$ cat src/rtl/lut_cfg_pkg.sv
// -----------------------------------------------------------------------------
// lut_cfg_pkg
// Shared definitions for the LUT configuration loader: the controller state
// encoding, the default stream word width and the helpers that derive the
// number of stream words per frame and the word-counter width.
// -----------------------------------------------------------------------------
package lut_cfg_pkg;

    localparam int CONFIG_WIDTH_DEFAULT = 8;

    typedef enum logic [2:0] {
        ST_IDLE   = 3'd0,
        ST_LOAD   = 3'd1,
        ST_COMMIT = 3'd2,
        ST_VERIFY = 3'd3,
        ST_DONE   = 3'd4
    } state_e;

    // Stream words needed to fill one frame (MEM_SIZE is a multiple of the word width).
    function automatic int words_of(input int mem_size, input int config_width);
        return mem_size / config_width;
    endfunction

    // Counter wide enough to hold 0..words, i.e. ceil(log2(words+1)), at least 1 bit.
    function automatic int cnt_width(input int words);
        return (words < 1) ? 1 : $clog2(words + 1);
    endfunction

endpackage

$ cat src/rtl/lut_cfg_loader_if.sv
// -----------------------------------------------------------------------------
// lut_cfg_loader_if
// Valid/ready configuration stream carrying LUT truth-table words.
//   cfg_data  : stream word
//   cfg_valid : word present
//   cfg_last  : final word of the frame
//   cfg_ready : loader can accept a word
// master = stream source, slave = loader.
// -----------------------------------------------------------------------------
interface lut_cfg_loader_if
    import lut_cfg_pkg::*;
#(
    parameter int CONFIG_WIDTH = CONFIG_WIDTH_DEFAULT
);

    logic [CONFIG_WIDTH-1:0] cfg_data;
    logic                    cfg_valid;
    logic                    cfg_last;
    logic                    cfg_ready;

    modport master (
        output cfg_data,
        output cfg_valid,
        output cfg_last,
        input  cfg_ready
    );

    modport slave (
        input  cfg_data,
        input  cfg_valid,
        input  cfg_last,
        output cfg_ready
    );

endinterface

$ cat src/rtl/lut_cfg_readback.sv
// -----------------------------------------------------------------------------
// lut_cfg_readback
// Readback checker: after a start pulse, walks the LUT address 0..MEM_SIZE-1
// one per cycle and compares the LUT output against the committed frame,
// remembering the first mismatching address.
//   clk, rst     : clock, asynchronous active-high reset
//   start_i      : one-cycle pulse; the walk begins on the following cycle
//   frame_i      : committed frame (stable for the whole walk)
//   lut_rdata_i  : LUT output bit, combinational from lut_addr_o
//   lut_addr_o   : address being checked (0 when idle)
//   last_o       : high during the cycle that checks address MEM_SIZE-1
//   ok_o         : no mismatch so far, including this cycle (use with last_o)
//   err_addr_o   : first mismatching address, including this cycle
// -----------------------------------------------------------------------------
module lut_cfg_readback #(
    parameter int INPUTS   = 4,
    parameter int MEM_SIZE = 2 ** INPUTS
) (
    input  logic                clk,
    input  logic                rst,
    input  logic                start_i,
    input  logic [MEM_SIZE-1:0] frame_i,
    input  logic                lut_rdata_i,
    output logic [INPUTS-1:0]   lut_addr_o,
    output logic                last_o,
    output logic                ok_o,
    output logic [INPUTS-1:0]   err_addr_o
);

    logic              active_q, active_d;
    logic [INPUTS-1:0] addr_q,   addr_d;
    logic              ok_q,     ok_d;
    logic [INPUTS-1:0] err_q,    err_d;

    logic mismatch;
    logic at_end;

    assign mismatch = active_q && (lut_rdata_i != frame_i[addr_q]);
    assign at_end   = active_q && (addr_q == INPUTS'(MEM_SIZE - 1));

    always_comb begin
        // NOTE: every combinational output gets a default first so no path leaves it unassigned (no latch).
        active_d = active_q;
        addr_d   = addr_q;
        ok_d     = ok_q;
        err_d    = err_q;
        if (start_i) begin
            active_d = 1'b1;
            addr_d   = '0;
            ok_d     = 1'b1;
            err_d    = '0;
        end else if (active_q) begin
            // Only the first mismatch is recorded.
            if (mismatch && ok_q) begin
                ok_d  = 1'b0;
                err_d = addr_q;
            end
            if (at_end) begin
                active_d = 1'b0;
                addr_d   = '0;
            end else begin
                addr_d = addr_q + 1'b1;
            end
        end
    end

    always_ff @(posedge clk or posedge rst) begin
        if (rst) begin
            active_q <= 1'b0;
            addr_q   <= '0;
            ok_q     <= 1'b1;
            err_q    <= '0;
        end else begin
            // NOTE: sequential state uses non-blocking assignments so every register samples pre-edge values.
            active_q <= active_d;
            addr_q   <= addr_d;
            ok_q     <= ok_d;
            err_q    <= err_d;
        end
    end

    assign lut_addr_o = addr_q;
    assign last_o     = at_end;
    // Fold in the current cycle so a mismatch on the final address is not lost.
    assign ok_o       = ok_q & ~mismatch;
    assign err_addr_o = ok_q ? addr_q : err_q;

endmodule

$ cat src/rtl/lut_cfg_loader.sv
// -----------------------------------------------------------------------------
// lut_cfg_loader
// Configuration-side driver for a memory LUT. Assembles CONFIG_WIDTH-bit
// stream words into a MEM_SIZE-bit frame, commits it to the LUT with a
// one-cycle config-enable pulse and optionally reads every LUT bit back.
//   clk, rst   : clock (also the LUT configuration clock), async active-high reset
//   cfg        : slave side of the valid/ready word stream
//   verify_en  : sampled during COMMIT; 1 runs the readback check
//   config_out : last committed frame, to LUT config_in
//   cen_out    : config-enable pulse, to LUT
//   lut_addr   : readback address, to LUT addr (0 outside VERIFY)
//   lut_rdata  : LUT output bit
//   busy       : controller not idle
//   done       : one-cycle pulse at end of a committed frame
//   pass       : valid with done; 1 = readback clean or skipped
//   err_addr   : valid with done when pass=0; first mismatching address
//   frame_err  : one-cycle pulse after a short or long frame
// -----------------------------------------------------------------------------
module lut_cfg_loader
    import lut_cfg_pkg::*;
#(
    parameter int INPUTS       = 4,
    parameter int MEM_SIZE     = 2 ** INPUTS,
    parameter int CONFIG_WIDTH = CONFIG_WIDTH_DEFAULT
) (
    input  logic                clk,
    input  logic                rst,
    lut_cfg_loader_if.slave     cfg,
    input  logic                verify_en,
    output logic [MEM_SIZE-1:0] config_out,
    output logic                cen_out,
    output logic [INPUTS-1:0]   lut_addr,
    input  logic                lut_rdata,
    output logic                busy,
    output logic                done,
    output logic                pass,
    output logic [INPUTS-1:0]   err_addr,
    output logic                frame_err
);

    localparam int WORDS = words_of(MEM_SIZE, CONFIG_WIDTH);
    localparam int CNT_W = cnt_width(WORDS);

    state_e              state_q, state_d;
    logic [CNT_W-1:0]    cnt_q, cnt_d;
    logic [MEM_SIZE-1:0] shadow_q, shadow_d;
    logic [MEM_SIZE-1:0] config_out_q, config_out_d;
    logic                pass_q, pass_d;
    logic [INPUTS-1:0]   err_addr_q, err_addr_d;
    logic                frame_err_q, frame_err_d;

    logic                xfer;
    logic                last_word;
    logic                frame_end;
    logic                frame_good;
    logic                frame_bad;
    logic [MEM_SIZE-1:0] frame_asm;

    logic                rb_start;
    logic                rb_last;
    logic                rb_ok;
    logic [INPUTS-1:0]   rb_err_addr;

    assign xfer       = cfg.cfg_valid & cfg.cfg_ready;
    assign last_word  = (cnt_q == CNT_W'(WORDS - 1));
    // Any frame-terminating transfer: either the expected last word or a misplaced/missing cfg_last.
    assign frame_end  = xfer & (cfg.cfg_last | last_word);
    assign frame_good = xfer & cfg.cfg_last & last_word;
    assign frame_bad  = xfer & (cfg.cfg_last ^ last_word);

    // ---------------------------------------------------------------- FSM: state register
    always_ff @(posedge clk or posedge rst) begin
        if (rst) begin
            state_q <= ST_IDLE;
        end else begin
            state_q <= state_d;
        end
    end

    // ---------------------------------------------------------------- FSM: next state
    always_comb begin
        state_d = state_q;
        case (state_q)
            ST_IDLE, ST_LOAD: begin
                if (frame_good) begin
                    state_d = ST_COMMIT;
                end else if (frame_bad) begin
                    state_d = ST_IDLE;
                end else if (xfer) begin
                    state_d = ST_LOAD;
                end
            end
            ST_COMMIT: state_d = verify_en ? ST_VERIFY : ST_DONE;
            ST_VERIFY: if (rb_last) state_d = ST_DONE;
            ST_DONE:   state_d = ST_IDLE;
            default:   state_d = ST_IDLE;
        endcase
    end

    // ---------------------------------------------------------------- FSM: outputs
    always_comb begin
        // cfg_ready is forced low while reset is held, not just after it.
        cfg.cfg_ready = ~rst & ((state_q == ST_IDLE) | (state_q == ST_LOAD));
        cen_out       = (state_q == ST_COMMIT);
        busy          = (state_q != ST_IDLE);
        done          = (state_q == ST_DONE);
    end

    // ---------------------------------------------------------------- frame assembly
    always_comb begin
        frame_asm = shadow_q;
        if (xfer) begin
            for (int k = 0; k < WORDS; k++) begin
                if (cnt_q == CNT_W'(k)) begin
                    frame_asm[k*CONFIG_WIDTH +: CONFIG_WIDTH] = cfg.cfg_data;
                end
            end
        end

        cnt_d    = cnt_q;
        shadow_d = frame_asm;
        if (frame_end) begin
            // Frame finished (committed or discarded): start the next one clean.
            cnt_d    = '0;
            shadow_d = '0;
        end else if (xfer) begin
            cnt_d = cnt_q + 1'b1;
        end

        // The committed register only ever sees a complete frame, merged with its final word.
        config_out_d = frame_good ? frame_asm : config_out_q;
        frame_err_d  = frame_bad;
    end

    // ---------------------------------------------------------------- result capture
    always_comb begin
        pass_d     = pass_q;
        err_addr_d = err_addr_q;
        if ((state_q == ST_COMMIT) && !verify_en) begin
            pass_d     = 1'b1;
            err_addr_d = '0;
        end else if ((state_q == ST_VERIFY) && rb_last) begin
            pass_d     = rb_ok;
            err_addr_d = rb_ok ? '0 : rb_err_addr;
        end
    end

    always_ff @(posedge clk or posedge rst) begin
        if (rst) begin
            cnt_q        <= '0;
            // NOTE: the shadow frame is a plain register bank, not a RAM, so it can and must be cleared on reset.
            shadow_q     <= '0;
            config_out_q <= '0;
            pass_q       <= 1'b0;
            err_addr_q   <= '0;
            frame_err_q  <= 1'b0;
        end else begin
            cnt_q        <= cnt_d;
            shadow_q     <= shadow_d;
            config_out_q <= config_out_d;
            pass_q       <= pass_d;
            err_addr_q   <= err_addr_d;
            frame_err_q  <= frame_err_d;
        end
    end

    // ---------------------------------------------------------------- readback
    assign rb_start = (state_q == ST_COMMIT) & verify_en;

    lut_cfg_readback #(
        .INPUTS   (INPUTS),
        .MEM_SIZE (MEM_SIZE)
    ) u_readback (
        .clk         (clk),
        .rst         (rst),
        .start_i     (rb_start),
        .frame_i     (config_out_q),
        .lut_rdata_i (lut_rdata),
        .lut_addr_o  (lut_addr),
        .last_o      (rb_last),
        .ok_o        (rb_ok),
        .err_addr_o  (rb_err_addr)
    );

    assign config_out = config_out_q;
    assign pass       = pass_q;
    assign err_addr   = err_addr_q;
    assign frame_err  = frame_err_q;

endmodule
$ cat src/flat_wrapper.sv
// flat-port wrapper written by rule: the top's interface ports become plain ports
module lut_cfg_loader_flat import lut_cfg_pkg::*;
#(
    parameter int INPUTS       = 4,
    parameter int MEM_SIZE     = 2 ** INPUTS,
    parameter int CONFIG_WIDTH = CONFIG_WIDTH_DEFAULT
)
  (clk, rst, verify_en, config_out, cen_out, lut_addr, lut_rdata, busy, done, pass, err_addr, frame_err, cfg_cfg_data, cfg_cfg_valid, cfg_cfg_last, cfg_cfg_ready);
  lut_cfg_loader_if #(.CONFIG_WIDTH(CONFIG_WIDTH)) cfg_i ();
  input  logic clk;
  input  logic rst;
  input  logic verify_en;
  output logic [MEM_SIZE-1:0] config_out;
  output logic cen_out;
  output logic [INPUTS-1:0] lut_addr;
  input  logic lut_rdata;
  output logic busy;
  output logic done;
  output logic pass;
  output logic [INPUTS-1:0] err_addr;
  output logic frame_err;
  input wire logic [$bits(cfg_i.cfg_data)-1:0] cfg_cfg_data;
  input wire logic [$bits(cfg_i.cfg_valid)-1:0] cfg_cfg_valid;
  input wire logic [$bits(cfg_i.cfg_last)-1:0] cfg_cfg_last;
  output wire logic [$bits(cfg_i.cfg_ready)-1:0] cfg_cfg_ready;
  assign cfg_i.cfg_data = cfg_cfg_data;
  assign cfg_i.cfg_valid = cfg_cfg_valid;
  assign cfg_i.cfg_last = cfg_cfg_last;
  assign cfg_cfg_ready = cfg_i.cfg_ready;
  lut_cfg_loader #(.INPUTS(INPUTS), .MEM_SIZE(MEM_SIZE), .CONFIG_WIDTH(CONFIG_WIDTH)) u_core (.clk(clk), .rst(rst), .cfg(cfg_i), .verify_en(verify_en), .config_out(config_out), .cen_out(cen_out), .lut_addr(lut_addr), .lut_rdata(lut_rdata), .busy(busy), .done(done), .pass(pass), .err_addr(err_addr), .frame_err(frame_err));
endmodule
$ cat config.mk
export PLATFORM = sky130hd
export DESIGN_NAME = lut_cfg_loader_flat
export DESIGN_NICKNAME = d
export VERILOG_FILES = /design/src/rtl/lut_cfg_pkg.sv /design/src/rtl/lut_cfg_loader_if.sv /design/src/rtl/lut_cfg_readback.sv /design/src/rtl/lut_cfg_loader.sv /design/src/flat_wrapper.sv
export SDC_FILE = /design/constraint.sdc
export NUM_CORES = 1
export LEC_CHECK = 0
export BUFFER_PORTS_ARGS = -buffer_cell sky130_fd_sc_hd__buf_4
export CAP_MARGIN = 30
export CORE_MARGIN = 5
export CORE_UTILIZATION = 50
export DETAILED_ROUTE_END_ITERATION = 6
export PLACE_DENSITY = 0.73
export SYNTH_ARGS = -nofsm -noshare
export SYNTH_HDL_FRONTEND = slang
export SYNTH_HIERARCHICAL = 1
export SYNTH_SLANG_ARGS = --single-unit
$ cat constraint.sdc
create_clock -name clk -period 2.5 [get_ports clk]
set_input_delay 0.375 -clock clk [delete_from_list [all_inputs] [get_ports clk]]
set_output_delay 0.375 -clock clk [all_outputs]
set_load 0.02 [all_outputs]
==> results.yml, run 1 <==
global_routing:
  antenna_found_initial: 0
  grt_max_degree: 28
  grt.total_usage_pct: 17.4
  overflow: 0
  grt_pass1_wl_mm: 8.58
  grt_pass1_vias: 1704
sta:
  drv_slew: 0
  worstMarginPinSlew_ns: 0.597
  hold_viol: 0
  setup_violations: 0
  min_period_over_period_pct: 93.7
  tns_ns: 0
  max-slew-margin-rel_pct: 59.8
  finClkSkew_ns: 0.00768
  min_period_ns: 2.34
  rsz0062_at_grt: "no"
  max_freq_ghz: 0.427
clock_network:
  post_cts_resized: 0
  clkSinkCount: 45
  root_buffer: "clkbuf_8"
  cts_buffers: 5
  ctsHtreeMaxLevel: 2
  clk_latency_ns: 0.30
  cts_setup_buffers: 0
  cts_tree: "done"
  clockBufferDepth: 2
  clkTransAtPathRegs_ns: 0.09
  cts_hold_buf: 0
finish:
  nets: 275
  num_antenna_cells: 0
  drive_gt1_share_pct: 30.6
  area_growth_pct: 19.9
floorplan:
  die_y_um: 77.6
  die_w_um: 77.6
  coreArea_mm2: 0.00438
  io_pins: 44
  core.rowCount: 24
  start_util_pct: 52.2
  dieArea_mm2: 0.00603
synthesis:
  synth.distinct_cells: 44
  ys_top_cells_by_area: "dfrtp_1 (48%), mux2_2 (5.4%), mux2i_1 (5.3%)"
  synth.top_cell.area_share_pct: 48.1
  synth_top_area_cell: "dfrtp_1"
  syn_avg_cell_area_um2: 10.6
  yosysSeqAreaShare_pct: 49.3
  synthTopCellsByCount: "dfrtp_1 (44), a21oi_1 (19), o21ai_0 (14)"
  synth_nets: 233
  synth-edff-count: 0
  yosys_warnings: 6
  synth_ff_type: "dfrtp_1"
  ys_ff_latch: 45
  syn_area_mm2: 0.00229
  yosysMostFrequentCell: "dfrtp_1"
  ys_async_sr_fraction_pct: 100
  synthCells: 215
placed_design:
  io_buffer_count: 43
  dp_hpwl_mm: 3.65
  finalWeightedCongestion: 0.795
critical_path:
  arrival_ns: 2.53
  crit_path_end_kind: "register"
  cp_top_family: "multiplexers"
  required_ns: 2.68
  crit_type: "register to register"
  crit_fanout: 9
  slowest_stage: "dfrtp_1"
  crit_chain: "mux2i_1, mux4_2, mux2i_2, and3_1, and4b_1, a22o_1"
  max_stage_delay_ns: 0.61
  start_kind: "register"
  worst-path-buf-inv: 0
detailed_routing:
  drtAntennaViolNets: 0
  drc: 0
  wirelength_mm: 5.06
  dr.pass1.iters: 4
  vias_per_cell: 5.61
  via_count: 1740
  initialDrtViolationCount: 111
  wire_per_inst_um: 16.3
pwr:
  p_total_uw: 3420
  p_per_area_mw_per_mm2: 1250
  ir_drop_mv: 0.694
  leakage_uw: 0.00129
hold_path:
  worstHoldPathType: "primary input to asynchronous set/reset pin"
run_status:
  status: "finished, final reports clean"
job:
  maxCapViolations: 0
-- per-layer routing --
layer | up-vias | track usage (%) | share of wire, %
met2 | 44 | 27.5 | 48
met5 | - | 0 | 0
met3 | 5 | 3.82 | 4.5
met4 | 0 | 4.30 | 0.79
met1 | 845 | 24.5 | 46
li1 | 846 | - | -
-- logic make-up after synthesis --
logic type	after synthesis	share of synthesized area, %
AOI/OAI and AO/OA	51	13.2
xor gates and xnor gates	1	0.383
adders and majority gates	4	2.19
buffers and inverters	30	6.56
DFF	45	49.3
muxes	28	14.5
and+or+nand+nor	56	13.9
-- where the power goes --
group | internal [uW] | leakage [uW] | switching (uW)
Clock | 225 | 0.0000445 | 239
Sequential | 1040 | 0.000567 | 294
Combinational | 776 | 0.000678 | 852
-- flip-flops by register name (all words and copies together) (netlist names) --
name                          count
u_core/cnt_q                      2
u_core/config_out                16
u_core/err_addr                   4
u_core/frame_err                  1
u_core/pass                       1
u_core/shadow_q                   8
u_core/state_q                    3
u_core/u_readback/active_q        1
u_core/u_readback/err_q           4
u_core/u_readback/lut_addr_o      4
u_core/u_readback/ok_q            1
-- layout by cell type (no fill, tap or decap), drive strengths merged, types with 6 or more instances in the layout --
cell type / Yosys / layout
nor2: 8 / 8
mux2: 12 / 12
buf: 8 / 52
a21oi: 20 / 20
nand2: 10 / 10
dfrtp: 44 / 44
nand3: 10 / 10
nand2b: 6 / 6
a31oi: 8 / 8
inv: 12 / 12
mux2i: 14 / 14
clkbuf: 9 / 7
o21ai: 14 / 14
-- layout make-up --
type / instances / area, um^2
clock buffers: 7 / 86.3
clock inverters: 1 / 7.51
fillers: 372 / 1640
inverters: 13 / 48.8
multi-input cells: 140 / 1020
flip-flops and latches: 45 / 1130
well taps: 52 / 65.1
repair buffers: 52 / 390
-- worst paths after layout --
kind	cells past startpoint	start	end	slack, ns
max	6	u_core/u_readback/lut_addr_o[0]	u_core/err_addr[3]	0.16
min reg2reg	1	u_core/err_addr[0]	u_core/err_addr[0]	0.50
min in group clk	2	cfg_cfg_data[4]	u_core/config_out[12]	0.31
max in group asynchronous	3	rst	u_core/config_out[11]	1.76
min	2	rst	u_core/config_out[12]	0.07
max reg2reg	6	u_core/u_readback/lut_addr_o[0]	u_core/err_addr[3]	0.16
-- through the flow --
stage                     utilization (%)  hold slack (ns)  instances  setup WS (ns)  area, um^2
after CTS                            62.5           0.0741        310          0.137        2740
final                                62.5           0.0678        310          0.157        2740
after global routing                 62.5           0.0826        310        0.00308        2740
after floorplan                         -            0.214        215          0.174        2290
after detailed placement             60.4            0.397        302          0.176        2650
after global placement               60.4            0.399        302          0.259        2650
Power figures use the tool's default switching activity.
==> inputs of run 2 (changes only) <==
- ABC_AREA: default -> 1
- CORE_MARGIN: 5 -> default
- PLACE_DENSITY: 0.73 -> 0.71
==> results.yml, run 2 <==
floorplan:
  io_pins: 44
  dieArea_mm2: 0.00598
  coreArea_mm2: 0.00547
  core.rowCount: 27
  die_y_um: 77.3
  die_w_um: 77.3
  start_util_pct: 51.8
pwr:
  p_seq_share_pct: 39.4
  p_total_uw: 3850
  switching_share_pct: 44.9
  internal_power_uw: 2120
  ir_drop_mv: 0.636
  p_per_area_mw_per_mm2: 1170
  comb_power_share_pct: 47.8
  p_switching_uw: 1730
  leakage_uw: 0.00188
  clockPowerShare_pct: 12.8
sta:
  hold_viol: 0
  rsz0062_at_grt: "no"
  min_period_over_period_pct: 80.3
  tns_ns: 0
  drv_slew: 0
  setup_violations: 0
  worstMarginPinSlew_ns: 0.687
  finClkSkew_ns: 0.00720
  min_period_ns: 2.01
  max_freq_ghz: 0.498
  max-slew-margin-rel_pct: 54.2
synthesis:
  syn_avg_cell_area_um2: 7.54
  yosys_warnings: 6
  synth.top_cell.area_share_pct: 45.9
  yosysSeqAreaShare_pct: 46.8
  synth_nets: 394
  synthCells: 376
  synth_top_area_cell: "dfrtp_1"
  ys_ff_latch: 53
  yosysMostFrequentCell: "nand2_1"
  ys_top_cells_by_area: "dfrtp_1 (46%), nand2_1 (19%), inv_1 (6.5%)"
  synth-edff-count: 0
  ys_async_sr_fraction_pct: 100
  synthTopCellsByCount: "nand2_1 (143), dfrtp_1 (52), inv_1 (49)"
  synth.distinct_cells: 31
  synth_ff_type: "dfrtp_1"
  syn_area_mm2: 0.00284
clock_network:
  cts_buffers: 5
  clkTransAtPathRegs_ns: 0.09
  root_buffer: "clkbuf_8"
  clkSinkCount: 53
  ctsHtreeMaxLevel: 2
  post_cts_resized: 0
  clk_latency_ns: 0.30
  cts_tree: "done"
  cts_setup_buffers: 0
  cts_hold_buf: 0
  clockBufferDepth: 2
critical_path:
  max_stage_delay_ns: 0.64
  required_ns: 2.74
  crit_path_end_kind: "register"
  crit_fanout: 12
  slowest_stage: "dfrtp_1"
  start_kind: "register"
  arrival_ns: 2.25
  crit_chain: "inv_6, nand2_1, nand3_1, nand2_1, nand2_1, nand2_1, inv_2, nand3_2, nand3_2, nand2_1, inv_1, nor3b_2, nand2_1, nand2_1"
  r2r_cells: 14
  path_common_cell: "nand2_1"
  crit_type: "register to register"
detailed_routing:
  wirelength_mm: 6.39
  dr.pass1.iters: 4
  via_count: 2478
  vias_per_cell: 5.03
  drtAntennaViolNets: 0
  initialDrtViolationCount: 151
  drc: 0
  wire_per_inst_um: 13.0
global_routing:
  grt_pass1_wl_mm: 11.1
  grt_max_degree: 45
  overflow: 0
  grt_pass1_vias: 2353
  antenna_found_initial: 0
  grt.total_usage_pct: 23.5
finish:
  mostFrequentLayoutCell: "nand2_1"
  fin_area_mm2: 0.00330
  fin_util_pct: 60.2
  drive_gt1_share_pct: 19.2
  nets: 438
  layout.cells.non_filler: 493
  final_cell_mix: "nand2_1 (143), dfrtp_1 (52), buf_4 (48), inv_1 (48), nand3_1 (36)"
  area_growth_pct: 16.2
  num_antenna_cells: 0
placed_design:
  dp_cells: 485
  dp_hpwl_mm: 4.68
  io_buffer_count: 43
  post_dp_cell_area_mm2: 0.00321
  finalWeightedCongestion: 0.848
run_status:
  status: "finished, final reports clean"
job:
  maxCapViolations: 0
hold_path:
  worstHoldPathType: "primary input to asynchronous set/reset pin"
run 2: path summary, 6_finish.rpt:
kind                                                      start                              end  slack (ns)
worst max-delay path            u_core/u_readback/lut_addr_o[0]               u_core/err_addr[2]        0.49
worst min-delay path                                        rst  u_core/u_readback/lut_addr_o[0]         0.1
worst max register to register  u_core/u_readback/lut_addr_o[0]               u_core/err_addr[2]        0.49
worst min register to register               u_core/err_addr[2]               u_core/err_addr[2]        0.49
max in group asynchronous                                   rst               u_core/shadow_q[7]        1.84
min in group clk                                cfg_cfg_data[2]               u_core/shadow_q[2]        0.35
run 2: cell type report:
type / instances / area [um^2]
timing repair buffer: 48 / 360
fill: 529 / 2180
inverter: 57 / 221
clock buffer: 8 / 90.1
sequential: 53 / 1330
multi-input combinational: 255 / 1210
tap: 72 / 90.1
run 2: kinds of logic after synthesis:
family	synth area share, %
DFF	46.8
and+or+nand+nor	34.2
adders and majority gates	1.76
buffers and inverters	10.7
xor gates and xnor gates	0.309
AOI/OAI and AO/OA	6.22
run 2: stage by stage:
stage                     worst slack (ns)  hold WS, ns
after global routing                 0.200        0.102
after global placement               0.610        0.417
after floorplan                      0.468        0.214
final                                0.492       0.0964
after CTS                            0.497       0.0984
after detailed placement             0.524        0.438
run 2: power groups by stage:
stage | Clock, uW | Combinational [uW] | Sequential, uW
CTS | 514 | 1840 | 1520
detailed placement | 0 | 1840 | 1530
global placement | 0 | 1790 | 1520
floorplan | 0 | 1200 | 1610
finish | 493 | 1840 | 1520
global route | 553 | 2070 | 1570
run 2: layer usage:
metal	global-route usage [%]	wire, um	vias up
met5	0	0	-
li1	-	-	1261
met3	4.29	202	4
met1	33.1	3080	1164
met2	37.3	3080	49
met4	6.04	27	0
run 2: worst max-delay path, delay by kind of cell (launching register included):
family        cells  cell delay [ns]
buf+inv           3             0.22
flops             1             0.64
simple gates     11             1.10
